## src/rtl/ibex_custom_issue.sv

```systemverilog
// Issue sequencer for the custom-0 bloom-filter ops: decodes in ID, latches operands,
// strobes the EX unit once, stalls ID until EX answers or the wait budget runs out.
module ibex_custom_issue #(
   parameter int unsigned TimeoutCycles = 16
) (
   input  logic        clk_i,
   input  logic        rst_ni,
   input  logic        instr_valid_i,
   input  logic [31:0] instr_rdata_i,
   input  logic [31:0] rs1_rdata_i,
   input  logic [31:0] rs2_rdata_i,
   input  logic        flush_i,
   input  logic        ex_custom_valid_i,
   output logic        custom_en_o,
   output logic        check_bloom_o,
   output logic        match_bloom_o,
   output logic        reset_bloom_o,
   output logic [4:0]  custom_op_o,
   output logic [31:0] custom_rs1_o,
   output logic [31:0] custom_rs2_o,
   output logic        stall_id_o,
   output logic        custom_done_o,
   output logic        rf_we_o,
   output logic [4:0]  rf_waddr_o,
   output logic        illegal_custom_o,
   output logic        timeout_o
);

   typedef enum logic [1:0] {IDLE, ISSUE, WAIT, DONE} state_e;

   localparam logic [7:0] CntLast = 8'(TimeoutCycles - 1);

   state_e      state_reg, state_next;
   logic [7:0]  cnt_reg, cnt_next;
   logic        timeout_flag_reg, timeout_flag_next;
   logic [4:0]  op_reg, rd_reg;
   logic [1:0]  funct3_reg;
   logic [31:0] rs1_reg, rs2_reg;

   logic        is_custom, is_legal, accept;
   logic [2:0]  funct3;
   logic [3:0]  strobe;
   logic        unused_instr_bits;

   assign funct3    = instr_rdata_i[14:12];
   assign is_custom = (instr_rdata_i[6:0] == 7'b0001011);
   assign is_legal  = ~funct3[2];
   // Nothing is accepted while reset is asserted so all outputs read 0 during reset.
   assign accept    = rst_ni & (state_reg == IDLE) & instr_valid_i & is_custom & is_legal & ~flush_i;
   assign illegal_custom_o = rst_ni & (state_reg == IDLE) & instr_valid_i & is_custom & funct3[2] & ~flush_i;
   assign unused_instr_bits = ^instr_rdata_i[26:15];

   always_comb begin
      state_next        = state_reg;
      cnt_next          = cnt_reg;
      timeout_flag_next = timeout_flag_reg;
      case (state_reg)
         IDLE: begin
            if (accept) begin
               state_next = ISSUE;
            end
         end
         ISSUE: begin
            cnt_next          = 8'd0;
            timeout_flag_next = 1'b0;
            state_next        = WAIT;
         end
         WAIT: begin
            cnt_next = cnt_reg + 8'd1;
            // A response arriving on the last budgeted cycle still counts as a real completion.
            if (ex_custom_valid_i) begin
               state_next        = DONE;
               timeout_flag_next = 1'b0;
            end else if (cnt_reg == CntLast) begin
               state_next        = DONE;
               timeout_flag_next = 1'b1;
            end
         end
         DONE: begin
            state_next = IDLE;
         end
         default: begin
            state_next = IDLE;
         end
      endcase
      if (flush_i) begin
         state_next = IDLE;
      end
   end

   always_ff @(posedge clk_i) begin
      if (!rst_ni) begin
         state_reg        <= IDLE;
         cnt_reg          <= 8'd0;
         timeout_flag_reg <= 1'b0;
      end else begin
         state_reg        <= state_next;
         cnt_reg          <= cnt_next;
         timeout_flag_reg <= timeout_flag_next;
      end
   end

   always_ff @(posedge clk_i) begin
      if (!rst_ni) begin
         op_reg     <= 5'd0;
         rd_reg     <= 5'd0;
         funct3_reg <= 2'd0;
         rs1_reg    <= 32'd0;
         rs2_reg    <= 32'd0;
      end else if (accept) begin
         op_reg     <= instr_rdata_i[31:27];
         rd_reg     <= instr_rdata_i[11:7];
         funct3_reg <= funct3[1:0];
         rs1_reg    <= rs1_rdata_i;
         rs2_reg    <= rs2_rdata_i;
      end
   end

   // One strobe per legal funct3 encoding, bit index equals funct3.
   for (genvar gi = 0; gi < 4; gi++) begin : g_strobe
      assign strobe[gi] = (state_reg == ISSUE) & (funct3_reg == 2'(gi)) & ~flush_i;
   end

   assign custom_en_o   = strobe[0];
   assign check_bloom_o = strobe[1];
   assign match_bloom_o = strobe[2];
   assign reset_bloom_o = strobe[3];

   assign custom_op_o  = op_reg;
   assign custom_rs1_o = rs1_reg;
   assign custom_rs2_o = rs2_reg;
   assign rf_waddr_o   = rd_reg;

   assign stall_id_o    = accept | (state_reg == ISSUE) | (state_reg == WAIT);
   assign custom_done_o = (state_reg == DONE) & ~flush_i;
   assign timeout_o     = custom_done_o & timeout_flag_reg;
   assign rf_we_o       = custom_done_o & ~timeout_flag_reg & (rd_reg != 5'd0)
                        & ((funct3_reg == 2'd1) | (funct3_reg == 2'd2));

endmodule

```

## config.mk

```make
export PLATFORM = sky130hd
export DESIGN_NAME = ibex_custom_issue
export DESIGN_NICKNAME = d
export VERILOG_FILES = /design/src/rtl/ibex_custom_issue.sv
export SDC_FILE = /design/constraint.sdc
export NUM_CORES = 1
export LEC_CHECK = 0
export ABC_AREA = 1
export CAP_MARGIN = 20
export CORE_MARGIN = 2
export CORE_UTILIZATION = 35
export CTS_CLUSTER_DIAMETER = 40
export DETAILED_ROUTE_END_ITERATION = 6
export PLACE_DENSITY = 0.8
export SLEW_MARGIN = 10
export SYNTH_ARGS = -nofsm -noshare
export SYNTH_HDL_FRONTEND = slang
export SYNTH_SLANG_ARGS = --single-unit
```

## constraint.sdc

```tcl
create_clock -name clk_i -period 3.38 [get_ports clk_i]
set_clock_uncertainty 0.15 [all_clocks]
set_input_delay 0.676 -clock clk_i [delete_from_list [all_inputs] [get_ports clk_i]]
set_output_delay 0.676 -clock clk_i [all_outputs]
set_load 0.1 [all_outputs]
```

==> results.ini <==
[outcome]
outcome=completed

[synth]
yosysTopAreaCellShare_pct=50.99
syn_inst=447
synth_cell_types=19
ys_seq_elements=87
synth_area_leaders=dfxtp_1, nor2_1, o21ai_0, ha_1, inv_1
syn_area_um2=3416
syn_nets=558
synth_area_per_cell_um2=7.642
ys_warn_count=0
synth_largest_area_cell=dfxtp_1
seq_area_frac_synth_pct=50.99

[die]
die-area_um2=10570
start_util_pct=35.44
die_y_um=102.8
io_pins=184
rows=36
coreArea_um2=9639
fp.dieW_um=102.8

[placement]
placed_cells=730
placed_area_um2=5100
hpwl_mm=6.814
io_buffer_count=171
place_ws_ns=0.3907
gp_congestion=0.7486

[sta]
fmax_mhz=350.1
drv_slew=0
fin_ws_ns=0.5239
setup_viol=0
relSlewSlack_pct=52.23
fin_crit_sh_pct=84.50
worst_slew_pin_slew_ns=0.7166
finalCriticalPeriod_ns=2.856
hold_viol=0
whs_ns=0.3230
rsz0062_at_grt=no

[clock_network]
tritoncts=built
ctsHoldBuffers=0
clk_pin_slew_ns=0.08
cts-resized-gates=0
cts_max_level=3
clock_sinks=87
clockRootBuffer=clkbuf_8
insertion_delay_ns=0.33
postCtsSetupRepairBufs=0
cts_made_buffers=9
clockBufferDepth=2

[global_routing]
grt_pass1_wl_mm=14.56
antenna_found_initial=0
grt_start_max_net_pins=84
grt_pass1_vias=3267
overflow=0
grt_usage_pct=17.45

[critical_path]
crit_arrival_ns=2.03
critPathMaxFanout=6
path_cells=clkdlybuf4s50_1, nor2_1, nand4_1, nand3b_1, buf_12
slowest_delay_ns=0.59
crit_buf_inv=2
crit_path_start_kind=input pin
path_class=input pin to output pin
endpoint_kind=output pin
cp_top_family=buffers and inverters
slowest_stage=clkdlybuf4s50_1
cp.required_ns=2.55

[layout]
drive_gt1_share_pct=17.68
finish.cell_count_without_fillers=744
area_delta_synth_final_pct=55.16
fin_nets=719
fill_cells=924
fin_area_um2=5300
multi_input_area_um2=1440
regArea_um2=1742
layout_commonest_cell=nor2_1
layout_common_cells=nor2_1, dfxtp_1, clkdlybuf4s50_1
diodes=0

[drt]
firstDrtPassIters=4
antenna_left=0
drtIter0Drc=96
viasPerCell=4.632
wl_mm=9.488
dr_total_vias=3446
drc=0
routedWlPerCell_um=12.75

[pwr]
leakage_nw=2.205
p_per_area_nw_per_um2=364.8
irDropWorstVdd_mv=0.2080

[min_path]
hp-class=register to register

[job]
maxCapViolCount=0

==> metal layers <==
metal | vias up | part of all wire (%) | global-route usage [%] | wire (um)
met3 | 10 | 9.3 | 6.169 | 884
met1 | 1558 | 41 | 19.17 | 3887
li1 | 1744 | - | - | -
met5 | - | 0 | 0 | 0
met4 | 0 | 1.5 | 6.174 | 141
met2 | 134 | 48 | 31.17 | 4575
==> cell type report <==
cell class | count | share of cell area (%)
Clock buffer | 10 | 2.408
Clock inverter | 4 | 1.369
Inverter | 26 | 1.841
Multi-Input combinational cell | 309 | 27.17
Sequential cell | 87 | 32.86
Tap cell | 133 | 3.140
Timing Repair Buffer | 175 | 31.21
==> report_power, final <==
group | switching [W] | internal (W) | leakage (nW) | total (W)
Combinational | 0.0000522 | 0.000101 | 1.41 | 0.000154
Clock | 0.000348 | 0.000408 | 0.0982 | 0.000755
Sequential | 0.000000388 | 0.00102 | 0.700 | 0.00102
Total | 0.000400 | 0.00153 | 2.20 | 0.00193
==> metrics by stage <==
stage | util (%) | power, W | setup TNS, ns
floorplan | - | 0.001091 | -0.003467
global placement | 52.91 | 0.001200 | 0
detailed placement | 52.91 | 0.001202 | 0
CTS | 54.98 | 0.001970 | 0
global route | 54.98 | 0.002019 | 0
finish | 54.98 | 0.001934 | 0
==> worst reg2reg max path, stage by stage (launching register included) <==
cell,delay (ns)
dfxtp_1,0.39
inv_1,0.10
ha_1,0.24
nand2_2,0.08
nor2_1,0.05
nand4_1,0.11
buf_4,0.59
nand2_1,0.23
nand2_1,0.13
nand2_1,0.06
nor2_1,0.09
==> cell families after synthesis <==
logic type,count (synthesis),synth area share [%]
compound gates,97,14.32
fa+ha+maj,10,3.663
simple gates,202,23.81
flops,87,50.99
buf+inv,51,7.216
==> worst paths after layout <==
kind / from / to / slack, ns / cells after the start
min reg2reg: cnt_reg[7] / cnt_reg[7] / 0.32 / 2
min: cnt_reg[7] / cnt_reg[7] / 0.32 / 2
max: flush_i / stall_id_o / 0.52 / 5
max reg2reg: state_reg[0] / state_reg[0] / 1.09 / 10
==> Yosys cell counts <==
| cell type | count |
|---|---|
| nor2_1 | 161 |
| dfxtp_1 | 87 |
| o21ai_0 | 83 |
| inv_1 | 26 |
| nand2_1 | 23 |
| clkbuf_1 | 16 |
| a21oi_1 | 13 |
| ha_1 | 10 |
| buf_6 | 7 |
| nand3_1 | 4 |
| nand4_1 | 3 |
| nor3_1 | 3 |
| nor3b_1 | 3 |
| buf_2 | 2 |
| nand2_2 | 2 |
| nand3b_1 | 1 |
| nor3_2 | 1 |
| nor3_4 | 1 |
| o2111ai_1 | 1 |
No activity file was read; power rests on OpenSTA's default activity.
